File: config.mk
export PLATFORM = sky130hd
export DESIGN_NAME = tmds_encoder
export DESIGN_NICKNAME = d
export VERILOG_FILES = /design/src/rtl/tmds_encoder.sv
export SDC_FILE = /design/constraint.sdc
export NUM_CORES = 1
export LEC_CHECK = 0
export CAP_MARGIN = 10
export CORE_ASPECT_RATIO = 0.6
export CORE_MARGIN = 2
export CORE_UTILIZATION = 50
export CTS_BUF_LIST = sky130_fd_sc_hd__clkbuf_2
export DETAILED_ROUTE_END_ITERATION = 8
export PLACE_DENSITY = 0.72
export SLEW_MARGIN = 20
export SYNTH_ARGS = -nofsm -noshare
export SYNTH_HDL_FRONTEND = slang
export SYNTH_SLANG_ARGS = --single-unit
File: constraint.sdc
create_clock -name clk_i -period 6 [get_ports clk_i]
set_clock_uncertainty 0.2 [all_clocks]
set_input_delay 1.2 -clock clk_i [delete_from_list [all_inputs] [get_ports clk_i]]
set_output_delay 1.2 -clock clk_i [all_outputs]
set_load 0.05 [all_outputs]
File: src/rtl/tmds_encoder.sv
// tmds_encoder: three-lane DVI TMDS encoder with a 2-cycle pipeline and bit-sliced symbol outputs.
module tmds_encoder #(
    parameter int CNT_W = 5
) (
    input  logic       clk_i,
    input  logic       rst_i,
    input  logic       de_i,
    input  logic       hsync_i,
    input  logic       vsync_i,
    input  logic [7:0] red_i,
    input  logic [7:0] green_i,
    input  logic [7:0] blue_i,
    output logic [2:0] tmds_d0_o,
    output logic [2:0] tmds_d1_o,
    output logic [2:0] tmds_d2_o,
    output logic [2:0] tmds_d3_o,
    output logic [2:0] tmds_d4_o,
    output logic [2:0] tmds_d5_o,
    output logic [2:0] tmds_d6_o,
    output logic [2:0] tmds_d7_o,
    output logic [2:0] tmds_d8_o,
    output logic [2:0] tmds_d9_o
);
    localparam logic signed [CNT_W-1:0] TWO   = CNT_W'(2);
    localparam logic signed [CNT_W-1:0] EIGHT = CNT_W'(8);

    function automatic logic [8:0] qm_of(input logic [7:0] d);
        logic [8:0] qm;
        logic       x;
        int         n1;
        n1    = $countones(d);
        x     = n1 > 4 || (n1 == 4 && !d[0]);
        qm    = '0;
        qm[0] = d[0];
        for (int i = 1; i < 8; i++) qm[i] = x ? ~(qm[i-1] ^ d[i]) : qm[i-1] ^ d[i];
        qm[8] = ~x;
        return qm;
    endfunction

    function automatic logic [9:0] ctl_sym(input logic [1:0] c);
        return c == 2'b00 ? 10'b1101010100 :
               c == 2'b01 ? 10'b0010101011 :
               c == 2'b10 ? 10'b0101010100 : 10'b1010101011;
    endfunction

    logic [23:0] pix;
    logic        de_q;
    logic [1:0]  ctl_q;
    logic [9:0]  sym [3];

    assign pix = {red_i, green_i, blue_i};

    always_ff @(posedge clk_i or posedge rst_i) begin
        if (rst_i) begin
            de_q  <= 1'b0;
            ctl_q <= 2'b00;
        end else begin
            de_q  <= de_i;
            ctl_q <= {vsync_i, hsync_i};
        end
    end

    for (genvar l = 0; l < 3; l++) begin : g_lane
        logic        [8:0]       qm_q;
        logic        [9:0]       sym_q, sym_d;
        logic signed [CNT_W-1:0] cnt_q, cnt_d, diff;
        logic        [3:0]       n1q;
        logic        [1:0]       ctl;
        logic                    bal, inv;

        // only the blue lane carries HSYNC/VSYNC
        assign ctl = l == 0 ? ctl_q : 2'b00;

        always_ff @(posedge clk_i or posedge rst_i) begin
            if (rst_i) begin
                qm_q  <= '0;
                sym_q <= '0;
                cnt_q <= '0;
            end else begin
                qm_q  <= qm_of(pix[8*l +: 8]);
                sym_q <= sym_d;
                cnt_q <= cnt_d;
            end
        end

        always_comb begin
            n1q   = 4'($countones(qm_q[7:0]));
            diff  = $signed(CNT_W'({n1q, 1'b0})) - EIGHT;
            bal   = cnt_q == 0 || diff == 0;
            inv   = (cnt_q > 0 && diff > 0) || (cnt_q < 0 && diff < 0);
            sym_d = !de_q ? ctl_sym(ctl) :
                    bal   ? {~qm_q[8], qm_q[8], qm_q[8] ? qm_q[7:0] : ~qm_q[7:0]} :
                    inv   ? {1'b1, qm_q[8], ~qm_q[7:0]} : {1'b0, qm_q[8], qm_q[7:0]};
            cnt_d = !de_q ? '0 :
                    bal   ? (qm_q[8] ? cnt_q + diff : cnt_q - diff) :
                    inv   ? cnt_q + (qm_q[8] ? TWO : '0) - diff :
                            cnt_q - (qm_q[8] ? '0 : TWO) + diff;
        end

        assign sym[l] = sym_q;
    end

    assign tmds_d0_o = {sym[2][0], sym[1][0], sym[0][0]};
    assign tmds_d1_o = {sym[2][1], sym[1][1], sym[0][1]};
    assign tmds_d2_o = {sym[2][2], sym[1][2], sym[0][2]};
    assign tmds_d3_o = {sym[2][3], sym[1][3], sym[0][3]};
    assign tmds_d4_o = {sym[2][4], sym[1][4], sym[0][4]};
    assign tmds_d5_o = {sym[2][5], sym[1][5], sym[0][5]};
    assign tmds_d6_o = {sym[2][6], sym[1][6], sym[0][6]};
    assign tmds_d7_o = {sym[2][7], sym[1][7], sym[0][7]};
    assign tmds_d8_o = {sym[2][8], sym[1][8], sym[0][8]};
    assign tmds_d9_o = {sym[2][9], sym[1][9], sym[0][9]};
endmodule
==> impl_metrics.sql, run 1 <==
INSERT INTO impl_metrics (metric_group, metric, value, unit) VALUES
('route', 'post-route-drc-count', '0', ''),
('clocking', 'clock-root-buffer', 'clkbuf_2', ''),
('final_layout', 'area.growth.synth_to_final', '15.7', '%'),
('worst_setup_path', 'worst-endpoint-required', '6.29', 'ns'),
('route', 'finalWirelength', '11200', 'um'),
('grt', 'first_global_vias', '3986', ''),
('final_layout', 'insertedDiodeCount', '0', ''),
('synthesis', 'netlist_instances', '533', ''),
('worst_setup_path', 'crit_path_end_kind', 'flip-flop', ''),
('clocking', 'clock_path_buffers', '2', ''),
('timing', 'finalHoldViolCount', '0', ''),
('worst_setup_path', 'r2r_slack', '1.03', 'ns'),
('timing', 'final.setup.tns', '0', 'ns'),
('clocking', 'cts.sink_count', '72', ''),
('worst_setup_path', 'rr_worst_depth', '16', ''),
('route', 'vias_per_cell', '5.01', ''),
('route', 'met3RoutedLength', '446', 'um'),
('clocking', 'number_of_gates_given_a_new_drive_strength_after_cts', '0', ''),
('route', 'm1WireLength', '5370', 'um'),
('clocking', 'tritoncts_clock_tree', 'yes', ''),
('timing', 'timing.hold.ws', '0.363', 'ns'),
('die', 'floorplan.io_pins', '59', ''),
('final_layout', 'design.final.nets', '734', ''),
('route', 'drt-pass1-iter-count', '4', ''),
('synthesis', 'syn_area_per_cell', '10.7', 'um2'),
('synthesis', 'ys_seq_elements', '72', ''),
('worst_setup_path', 'cpPeakStageDelay', '0.54', 'ns'),
('placement', 'post-place-cells', '733', ''),
('grt', 'antenna_violations_before_repair', '0', ''),
('die', 'initial_core_util', '0.510', ''),
('grt', 'globalRoute.totalOverflow', '0', ''),
('die', 'core', '11200', 'um2'),
('die', 'core.rowCount', '30', ''),
('route', 'num_vias', '3754', ''),
('worst_setup_path', 'timing.critical_path.fanout_max', '5', ''),
('placement', 'hpwl', '9100', 'um'),
('timing', 'fmax', '201', 'MHz'),
('worst_setup_path', 'r2r_start', 'g_lane[2].qm_q[0]$_DFF_PP0_', ''),
('final_layout', 'final_layout_size_suffix_gt1_frac', '0.0645', ''),
('route', 'wl_met2', '5260', 'um'),
('worst_setup_path', 'crit_type', 'flip-flop to flip-flop', ''),
('timing', 'finalWorstPathRequiredPeriod', '4.97', 'ns'),
('synthesis', 'yosysWarnings', '0', ''),
('worst_hold_path', 'worstHoldEndpoint', 'g_lane[1].sym_q[2]$_DFF_PP0_', ''),
('worst_setup_path', 'cell_family_with_most_cp_delay', 'adder cells', ''),
('grt', 'grt_first_pass_wirelength', '18900', 'um'),
('worst_setup_path', 'crit_path_start_kind', 'flip-flop', ''),
('worst_setup_path', 'critical-path-top-cell-by-count', 'fa_1', ''),
('run_status', 'outcome', 'completed', ''),
('die', 'die_height', '86.9', 'um'),
('worst_setup_path', 'r2r-end', 'g_lane[2].cnt_q[4]$_DFF_PP0_', ''),
('worst_hold_path', 'min-delay-path-class', 'flip-flop to flip-flop', ''),
('worst_setup_path', 'timing.critical_path.cells', 'fa_1, inv_1, fa_1, fa_1, inv_1, ha_1, fa_1, xor2_1, ha_1, inv_1, ha_1, a21o_1, a31oi_1, xnor2_1, mux2i_1, o2111a_1', ''),
('grt', 'largest_net_degree_at_the_start_of_global_routing', '51', ''),
('route', 'drt_iter0_drc', '134', ''),
('worst_hold_path', 'worstHoldStart', 'g_lane[1].qm_q[2]$_DFF_PP0_', ''),
('synthesis', 'synth_sequential_area_ratio', '0.315', ''),
('grt', 'track_usage', '0.197', ''),
('worst_hold_path', 'holdPathStages', '2', ''),
('clocking', 'post-cts-setup-buffer-count', '0', ''),
('clocking', 'cts_max_level', '3', ''),
('clocking', 'cts_hold_buf', '0', ''),
('synthesis', 'area_of_the_mapped_netlist', '5720', 'um2'),
('clocking', 'worst_setup_hold_path_clk_slew', '0.21', 'ns'),
('placement', 'finalWeightedCongestion', '0.870', ''),
('run', 'maxCapViolations', '0', ''),
('final_layout', 'finalNonFillerCells', '749', ''),
('timing', 'rsz0062_at_grt', 'false', ''),
('placement', 'port_buffers', '58', ''),
('timing', 'tightestPinTransition', '0.693', 'ns'),
('route', 'ant_nets', '0', '');
[state kept, by name, summed over array words and instances (netlist names)]
register and cells:
ctl_q 2, de_q 1, g_lane.cnt_q 12, g_lane.qm_q 27, g_lane.sym_q 30
[metrics by stage]
stage,worst slack [ns],cell area (um2),util
final,1.03,6620,0.590
after global routing,0.808,6620,0.590
after CTS,1.05,6620,0.590
after detailed placement,0.564,6490,0.578
after global placement,0.732,6490,0.578
after floorplan,1.39,5720,-
[cells in the final DEF (no fill, tap or decap), types with 3 or more instances in the layout]
| cell type | instances |
|---|---|
| o211a_1 | 6 |
| xor2_1 | 17 |
| o2111a_1 | 3 |
| a21oi_1 | 20 |
| o21ai_0 | 5 |
| nand3b_1 | 3 |
| nor2_1 | 6 |
| a31oi_1 | 4 |
| mux2_2 | 3 |
| o22ai_1 | 4 |
| inv_1 | 105 |
| xnor2_1 | 62 |
| o211ai_1 | 3 |
| clkdlybuf4s50_1 | 58 |
| o21a_1 | 3 |
| clkbuf_2 | 10 |
| dfrtp_1 | 72 |
| and3_1 | 4 |
| a21o_1 | 10 |
| buf_4 | 5 |
| fa_1 | 39 |
| and2_1 | 10 |
| nor3b_1 | 9 |
| ha_1 | 66 |
| nor3_1 | 7 |
| a21boi_0 | 3 |
| xnor2_2 | 6 |
| mux2i_1 | 9 |
| clkinv_2 | 3 |
| or3_1 | 3 |
| nand2_1 | 29 |
[layer usage]
metal,track usage,vias up
met1,0.271,1838
met4,0.0591,0
met5,0,-
met2,0.320,73
li1,-,1832
met3,0.0390,11
[area by class of cell]
type | instances | area (um2) | share of cell area
flip-flops and latches | 72 | 1800 | 0.272
well taps | 144 | 180 | 0.0272
inverters | 106 | 398 | 0.0601
multi-input cells | 348 | 3490 | 0.527
repair buffers | 63 | 618 | 0.0933
clock inverters | 6 | 83.8 | 0.0127
clock buffers | 10 | 50.0 | 0.00756
[Yosys cell counts, drive strengths merged]
| library cell | number | area share |
|---|---|---|
| inv | 106 | 0.070 |
| xnor2 | 68 | 0.11 |
| o211a | 6 | 0.010 |
| o21ai | 6 | 0.0059 |
| o21a | 3 | 0.0039 |
| o211ai | 3 | 0.0039 |
| a22oi | 3 | 0.0063 |
| xnor3 | 3 | 0.012 |
| o2111a | 3 | 0.0059 |
| xor2 | 17 | 0.026 |
| or4 | 1 | 0.0020 |
| nor3b | 9 | 0.012 |
| or3 | 3 | 0.0033 |
| nor3 | 7 | 0.0061 |
| mux2 | 3 | 0.0059 |
| a211oi | 2 | 0.0026 |
| a21boi | 3 | 0.0039 |
| fa | 39 | 0.14 |
| buf | 2 | 0.0026 |
| a2bb2oi | 1 | 0.0046 |
| and3 | 4 | 0.0044 |
| a31oi | 5 | 0.0066 |
| o22ai | 4 | 0.0044 |
| a21o | 10 | 0.013 |
| nand3b | 3 | 0.0039 |
| mux2i | 9 | 0.016 |
| clkbuf | 5 | 0.0033 |
| a21oi | 22 | 0.021 |
| and2 | 10 | 0.011 |
| nand2 | 29 | 0.019 |
| ha | 66 | 0.14 |
| nor2 | 6 | 0.0039 |
| dfrtp | 72 | 0.31 |
[cell families (layout without fill, tap and decap cells)]
logic type / after synthesis / in the layout / synth area share
AOI/OAI and AO/OA: 71 / 71 / 0.0922
xor gates and xnor gates: 88 / 88 / 0.150
adders and majority gates: 105 / 105 / 0.281
buffers and inverters: 113 / 185 / 0.0754
DFF: 72 / 72 / 0.315
muxes: 12 / 12 / 0.0216
and+or+nand+nor: 72 / 72 / 0.0654
[worst max-delay path by stage]
stage                                            from                      endpoint  slack, ns  cells after the start
after floorplan                            green_i[0]   g_lane[1].qm_q[7]$_DFF_PP0_       1.39                     12
after global placement                     green_i[0]   g_lane[1].qm_q[7]$_DFF_PP0_       0.73                     13
after detailed placement                   green_i[0]   g_lane[1].qm_q[7]$_DFF_PP0_       0.56                     13
after CTS                 g_lane[2].qm_q[0]$_DFF_PP0_  g_lane[2].cnt_q[4]$_DFF_PP0_       1.05                     16
after global routing      g_lane[2].qm_q[0]$_DFF_PP0_  g_lane[2].cnt_q[4]$_DFF_PP0_       0.81                     16
final                     g_lane[2].qm_q[0]$_DFF_PP0_  g_lane[2].cnt_q[4]$_DFF_PP0_       1.03                     16
[worst reg2reg max path, stage by stage (launching register included)]
cell and delay [ns]:
dfrtp_1 0.47, fa_1 0.54, inv_1 0.06, fa_1 0.45, fa_1 0.49, inv_1 0.04
ha_1 0.20, fa_1 0.39, xor2_1 0.45, ha_1 0.33, inv_1 0.08, ha_1 0.27
a21o_1 0.17, a31oi_1 0.24, xnor2_1 0.17, mux2i_1 0.21, o2111a_1 0.19
Power of run 1 is not shown: default switching activity piles up to over one toggle a cycle in this logic, so the estimate is an artifact.
==> run 2, diff against run 1 <==
PLACE_DENSITY = 0.74   (was 0.72)
clock period = 4 ns   (was 6 ns; I/O delays follow)
==> impl_metrics.sql, run 2 (same netlist as run 1, synthesis figures left out) <==
INSERT INTO impl_metrics (metric_group, metric, value, unit) VALUES
('timing', 'tightestPinTransition', '0.766', 'ns'),
('grt', 'antenna_violations_before_repair', '0', ''),
('route', 'post-route-drc-count', '0', ''),
('grt', 'grt_first_pass_wirelength', '22600', 'um'),
('grt', 'first_global_vias', '4733', ''),
('worst_setup_path', 'crit_path_end_kind', 'flip-flop', ''),
('route', 'num_vias', '4365', ''),
('worst_hold_path', 'min-delay-path-class', 'primary input to asynchronous set/reset pin', ''),
('worst_setup_path', 'crit_path_start_kind', 'flip-flop', ''),
('placement', 'detailed_place.area', '7430', 'um2'),
('clocking', 'cts_made_buffers', '9', ''),
('final_layout', 'area.growth.synth_to_final', '47.2', '%'),
('timing', 'slew_viol_final', '0', ''),
('clocking', 'clock_path_buffers', '2', ''),
('timing', 'postLayoutSetupSlackWorst', '-0.744', 'ns'),
('worst_setup_path', 'worst-endpoint-arrival', '5.02', 'ns'),
('grt', 'largest_net_degree_at_the_start_of_global_routing', '32', ''),
('worst_setup_path', 'timing.critical_path.fanout_max', '3', ''),
('timing', 'rsz0062_at_grt', 'true', ''),
('timing', 'finalWorstPathRequiredPeriod', '4.74', 'ns'),
('die', 'floorplan.die.width', '142', 'um'),
('placement', 'hpwl', '9670', 'um'),
('final_layout', 'layout.cells.most_common', 'buf_4', ''),
('timing', 'fmax', '211', 'MHz'),
('clocking', 'cts.sink_count', '72', ''),
('worst_setup_path', 'worst-endpoint-required', '4.28', 'ns'),
('route', 'drt-pass1-iter-count', '4', ''),
('timing', 'final_min_period_over_clock_period', '1.19', ''),
('route', 'vias_per_cell', '5.10', ''),
('grt', 'track_usage', '0.236', ''),
('final_layout', 'top_register', 'g_lane.sym_q', ''),
('final_layout', 'insertedDiodeCount', '0', ''),
('die', 'initial_core_util', '0.510', ''),
('run_status', 'outcome', 'finished, violations left', ''),
('final_layout', 'design.final.nets', '841', ''),
('clocking', 'insertion_delay', '0.57', 'ns'),
('die', 'core', '11200', 'um2'),
('route', 'drt_iter0_drc', '199', ''),
('route', 'finalWirelength', '14600', 'um'),
('die', 'die_height', '86.9', 'um'),
('final_layout', 'flip_flop_count_of_the_largest_register_all_copies_and_words_added', '30', ''),
('final_layout', 'reg.largest.list', 'g_lane.sym_q (30), g_lane.qm_q (27), g_lane.cnt_q (12)', ''),
('final_layout', 'most-common-layout-cells', 'buf_4 (94), inv_1 (87), dfrtp_1 (72)', ''),
('clocking', 'clock-root-buffer', 'clkbuf_2', ''),
('run', 'maxCapViolations', '0', ''),
('final_layout', 'finalInstanceArea', '8430', 'um2'),
('route', 'routed_len_inst', '17.1', 'um'),
('timing', 'finalSetupViolations', '39', ''),
('route', 'ant_nets', '0', ''),
('clocking', 'worst_setup_hold_path_clk_slew', '0.22', 'ns'),
('timing', 'slew-limit-headroom', '0.485', ''),
('placement', 'port_buffers', '58', ''),
('clocking', 'tritoncts_clock_tree', 'yes', ''),
('die', 'die-area', '12300', 'um2'),
('final_layout', 'core_occupancy_in_the_finished_layout', '0.751', ''),
('run_status', 'failing_checks', 'negative setup slack', ''),
('timing', 'finalHoldViolCount', '0', ''),
('die', 'floorplan.io_pins', '59', ''),
('final_layout', 'final_layout_size_suffix_gt1_frac', '0.389', ''),
('grt', 'globalRoute.totalOverflow', '0', ''),
('clocking', 'cts_max_level', '3', ''),
('placement', 'finalWeightedCongestion', '0.843', ''),
('worst_setup_path', 'crit_type', 'flip-flop to flip-flop', ''),
('die', 'core.rowCount', '30', '');
[run 2: changes by cell type in the layout (fill, tap and decap cells not counted), sizes merged]
cell / before / now
clkinv: 4 / 3
clkinvlp: 0 / 2
clkbuf: 10 / 11
clkdlybuf4s50: 58 / 55
bufinv: 2 / 0
dlygate4sd2: 0 / 3
buf: 5 / 111
inv: 106 / 107
[run 2: per-stage QoR]
stage / TNS, ns / hold WS, ns / setup WS (ns) / instances
finish: -17.20 / 0.321 / -0.744 / 856
global route: -21.71 / 0.303 / -0.806 / 856
CTS: -15.34 / 0.318 / -0.589 / 849
detailed placement: -25.13 / 0.337 / -0.635 / 817
global placement: -20.35 / 0.311 / -0.516 / 817
floorplan: -7.39 / 0.293 / -0.359 / 533
[run 2: worst max-delay path, cell delays in order (launching register included)]
cell	delay, ns
dfrtp_1	0.45
fa_1	0.59
inv_1	0.07
fa_1	0.46
fa_1	0.51
inv_2	0.05
ha_4	0.16
fa_2	0.59
inv_4	0.07
ha_4	0.23
mux2_4	0.30
ha_4	0.22
a21o_1	0.20
a21oi_2	0.20
xnor2_1	0.10
o2111a_1	0.25
[run 2: final timing paths]
check | from | end | slack (ns) | depth (start not counted)
setup / recovery | g_lane[2].qm_q[0]$_DFF_PP0_ | g_lane[2].cnt_q[4]$_DFF_PP0_ | -0.74 | 15
hold / removal | rst_i | g_lane[2].qm_q[8]$_DFF_PP0_ | 0.32 | 2
setup reg to reg | g_lane[2].qm_q[0]$_DFF_PP0_ | g_lane[2].cnt_q[4]$_DFF_PP0_ | -0.74 | 15
hold reg to reg | g_lane[1].qm_q[5]$_DFF_PP0_ | g_lane[1].sym_q[5]$_DFF_PP0_ | 0.42 | 2
max in group asynchronous | rst_i | g_lane[1].cnt_q[3]$_DFF_PP0_ | 2.50 | 3
min in group clk_i | green_i[0] | g_lane[1].qm_q[0]$_DFF_PP0_ | 0.39 | 2
[run 2: layer usage]
| metal | vias to the layer above | wire length [um] | track usage |
|---|---|---|---|
| met5 | - | 0 | 0 |
| met4 | 0 | 401 | 0.0636 |
| met3 | 38 | 622 | 0.0478 |
| met2 | 109 | 7340 | 0.408 |
| met1 | 2167 | 6280 | 0.309 |
| li1 | 2051 | - | - |
[run 2: what timing repair did]
item / in CTS / in global routing
endpoints found under the setup margin: 40 / 46
hold buffers: 0 / 0
resized for setup: 80 / 56
pin swaps: 69 / 53
gates cloned: 3 / 0
buffers inserted: 14 / 11
[run 2: cell type report]
cell class                      count  area [um2]
Timing Repair Buffer              170        1530
Clock buffer                       10        50.0
Multi-Input combinational cell    348        4410
Fill cell                         652        2800
Sequential cell                    72        1800
Tap cell                          144         180
Clock inverter                      6        45.0
Inverter                          106         410
Power of run 2 is left out for the same reason.
==> run 3, diff against run 2 <==
ABC_CLOCK_PERIOD_IN_PS = 5600   (was not set)
PLACE_DENSITY = 0.72   (was 0.74)
clock period = 5.6 ns   (was 4 ns; I/O delays follow)
==> impl_metrics.sql, run 3 (same netlist as run 1, synthesis figures left out) <==
INSERT INTO impl_metrics (metric_group, metric, value, unit) VALUES
('route', 'routed_len_inst', '15.1', 'um'),
('placement', 'post-place-cells', '733', ''),
('grt', 'largest_net_degree_at_the_start_of_global_routing', '50', ''),
('worst_setup_path', 'r2r_start', 'g_lane[2].qm_q[0]$_DFF_PP0_', ''),
('grt', 'first_global_vias', '3987', ''),
('grt', 'globalRoute.totalOverflow', '0', ''),
('worst_hold_path', 'holdPathStages', '2', ''),
('final_layout', 'finalNonFillerCells', '749', ''),
('final_layout', 'most-common-layout-cells', 'inv_1 (105), dfrtp_1 (72), ha_1 (66)', ''),
('run_status', 'outcome', 'completed', ''),
('placement', 'hpwl', '9150', 'um'),
('worst_hold_path', 'worstHoldStart', 'g_lane[1].qm_q[2]$_DFF_PP0_', ''),
('clocking', 'insertion_delay', '0.54', 'ns'),
('worst_setup_path', 'crit_path_end_kind', 'flip-flop', ''),
('clocking', 'clock_path_buffers', '2', ''),
('worst_setup_path', 'timing.critical_path.fanout_max', '5', ''),
('clocking', 'post-cts-setup-buffer-count', '0', ''),
('timing', 'slew-limit-headroom', '0.452', ''),
('final_layout', 'insertedDiodeCount', '0', ''),
('worst_hold_path', 'min-delay-path-class', 'flip-flop to flip-flop', ''),
('die', 'die-area', '12300', 'um2'),
('route', 'post-route-drc-count', '0', ''),
('clocking', 'clock-root-buffer', 'clkbuf_2', ''),
('clocking', 'cts.sink_count', '72', ''),
('timing', 'final.setup.tns', '0', 'ns'),
('final_layout', 'area.growth.synth_to_final', '16.2', '%'),
('final_layout', 'reg.largest.list', 'g_lane.sym_q (30), g_lane.qm_q (27), g_lane.cnt_q (12)', ''),
('final_layout', 'layout.cells.most_common', 'inv_1', ''),
('timing', 'finalHoldViolCount', '0', ''),
('timing', 'slew_viol_final', '0', ''),
('final_layout', 'design.final.nets', '734', ''),
('final_layout', 'top_register', 'g_lane.sym_q', ''),
('timing', 'finalWorstPathRequiredPeriod', '4.98', 'ns'),
('route', 'num_vias', '3740', ''),
('route', 'drt_iter0_drc', '165', ''),
('worst_setup_path', 'crit_path_start_kind', 'flip-flop', ''),
('route', 'finalWirelength', '11300', 'um'),
('route', 'drt-pass1-iter-count', '4', ''),
('die', 'core.rowCount', '30', ''),
('clocking', 'tritoncts_clock_tree', 'yes', ''),
('die', 'core', '11200', 'um2'),
('route', 'vias_per_cell', '4.99', ''),
('die', 'floorplan.die.width', '142', 'um'),
('placement', 'port_buffers', '58', ''),
('worst_setup_path', 'worst-endpoint-arrival', '5.29', 'ns'),
('die', 'initial_core_util', '0.510', ''),
('timing', 'rsz0062_at_grt', 'false', ''),
('run', 'maxCapViolations', '0', ''),
('worst_setup_path', 'r2r_slack', '0.62', 'ns'),
('final_layout', 'flip_flop_count_of_the_largest_register_all_copies_and_words_added', '30', ''),
('final_layout', 'final_layout_size_suffix_gt1_frac', '0.0645', ''),
('clocking', 'worst_setup_hold_path_clk_slew', '0.22', 'ns'),
('die', 'floorplan.io_pins', '59', ''),
('die', 'die_height', '86.9', 'um'),
('clocking', 'cts_made_buffers', '9', ''),
('clocking', 'cts_max_level', '3', ''),
('clocking', 'cts_hold_buf', '0', ''),
('clocking', 'number_of_gates_given_a_new_drive_strength_after_cts', '0', ''),
('worst_hold_path', 'worstHoldEndpoint', 'g_lane[1].sym_q[2]$_DFF_PP0_', ''),
('timing', 'final_min_period_over_clock_period', '0.890', ''),
('placement', 'finalWeightedCongestion', '0.843', ''),
('grt', 'track_usage', '0.200', ''),
('route', 'ant_nets', '0', ''),
('timing', 'tightestPinTransition', '0.821', 'ns'),
('timing', 'finalSetupViolations', '0', ''),
('worst_setup_path', 'rr_worst_depth', '16', ''),
('grt', 'antenna_violations_before_repair', '0', ''),
('worst_setup_path', 'r2r-end', 'g_lane[2].cnt_q[4]$_DFF_PP0_', ''),
('timing', 'fmax', '201', 'MHz'),
('grt', 'grt_first_pass_wirelength', '19100', 'um'),
('worst_setup_path', 'crit_type', 'flip-flop to flip-flop', ''),
('worst_setup_path', 'worst-endpoint-required', '5.91', 'ns');
## run 3: metal layers
layer	track usage	up-vias	wire length, um
li1	-	1834	-
met1	0.276	1826	5370
met2	0.319	64	5250
met3	0.0440	16	434
met4	0.0682	0	233
met5	0	-	0
## run 3: metrics by stage
stage	util	setup slack (ns)	instance area (um2)	hold slack [ns]
after floorplan	-	1.06	5720	0.289
after global placement	0.578	0.409	6490	0.315
after detailed placement	0.578	0.268	6490	0.316
after CTS	0.593	0.567	6650	0.367
after global routing	0.593	0.362	6650	0.401
final	0.593	0.617	6650	0.358
## run 3: layout make-up
cell class / count / area [um2]
Clock inverter: 7 / 119
Fill cell: 933 / 4570
Sequential cell: 72 / 1800
Tap cell: 144 / 180
Clock buffer: 9 / 45.0
Inverter: 106 / 399
Timing Repair Buffer: 63 / 618
Multi-Input combinational cell: 348 / 3490
## run 3: how the worst max path moves through the flow
stage / cells past startpoint / slack [ns] / end / start
floorplan: 16 / 1.06 / g_lane[2].cnt_q[4]$_DFF_PP0_ / g_lane[2].qm_q[0]$_DFF_PP0_
global route: 16 / 0.36 / g_lane[2].cnt_q[4]$_DFF_PP0_ / g_lane[2].qm_q[0]$_DFF_PP0_
detailed placement: 13 / 0.27 / g_lane[1].qm_q[7]$_DFF_PP0_ / green_i[0]
CTS: 16 / 0.57 / g_lane[2].cnt_q[4]$_DFF_PP0_ / g_lane[2].qm_q[0]$_DFF_PP0_
global placement: 13 / 0.41 / g_lane[1].qm_q[7]$_DFF_PP0_ / green_i[0]
finish: 16 / 0.62 / g_lane[2].cnt_q[4]$_DFF_PP0_ / g_lane[2].qm_q[0]$_DFF_PP0_
## run 3: critical path: stages (launching register included)
cell	delay (ns)
dfrtp_1	0.47
fa_1	0.55
inv_1	0.06
fa_1	0.45
fa_1	0.50
inv_1	0.05
ha_1	0.20
fa_1	0.39
xor2_1	0.43
ha_1	0.32
inv_1	0.08
ha_1	0.28
a21o_1	0.17
a31oi_1	0.25
xnor2_1	0.18
mux2i_1	0.21
o2111a_1	0.19
Power of run 3 is left out for the same reason.
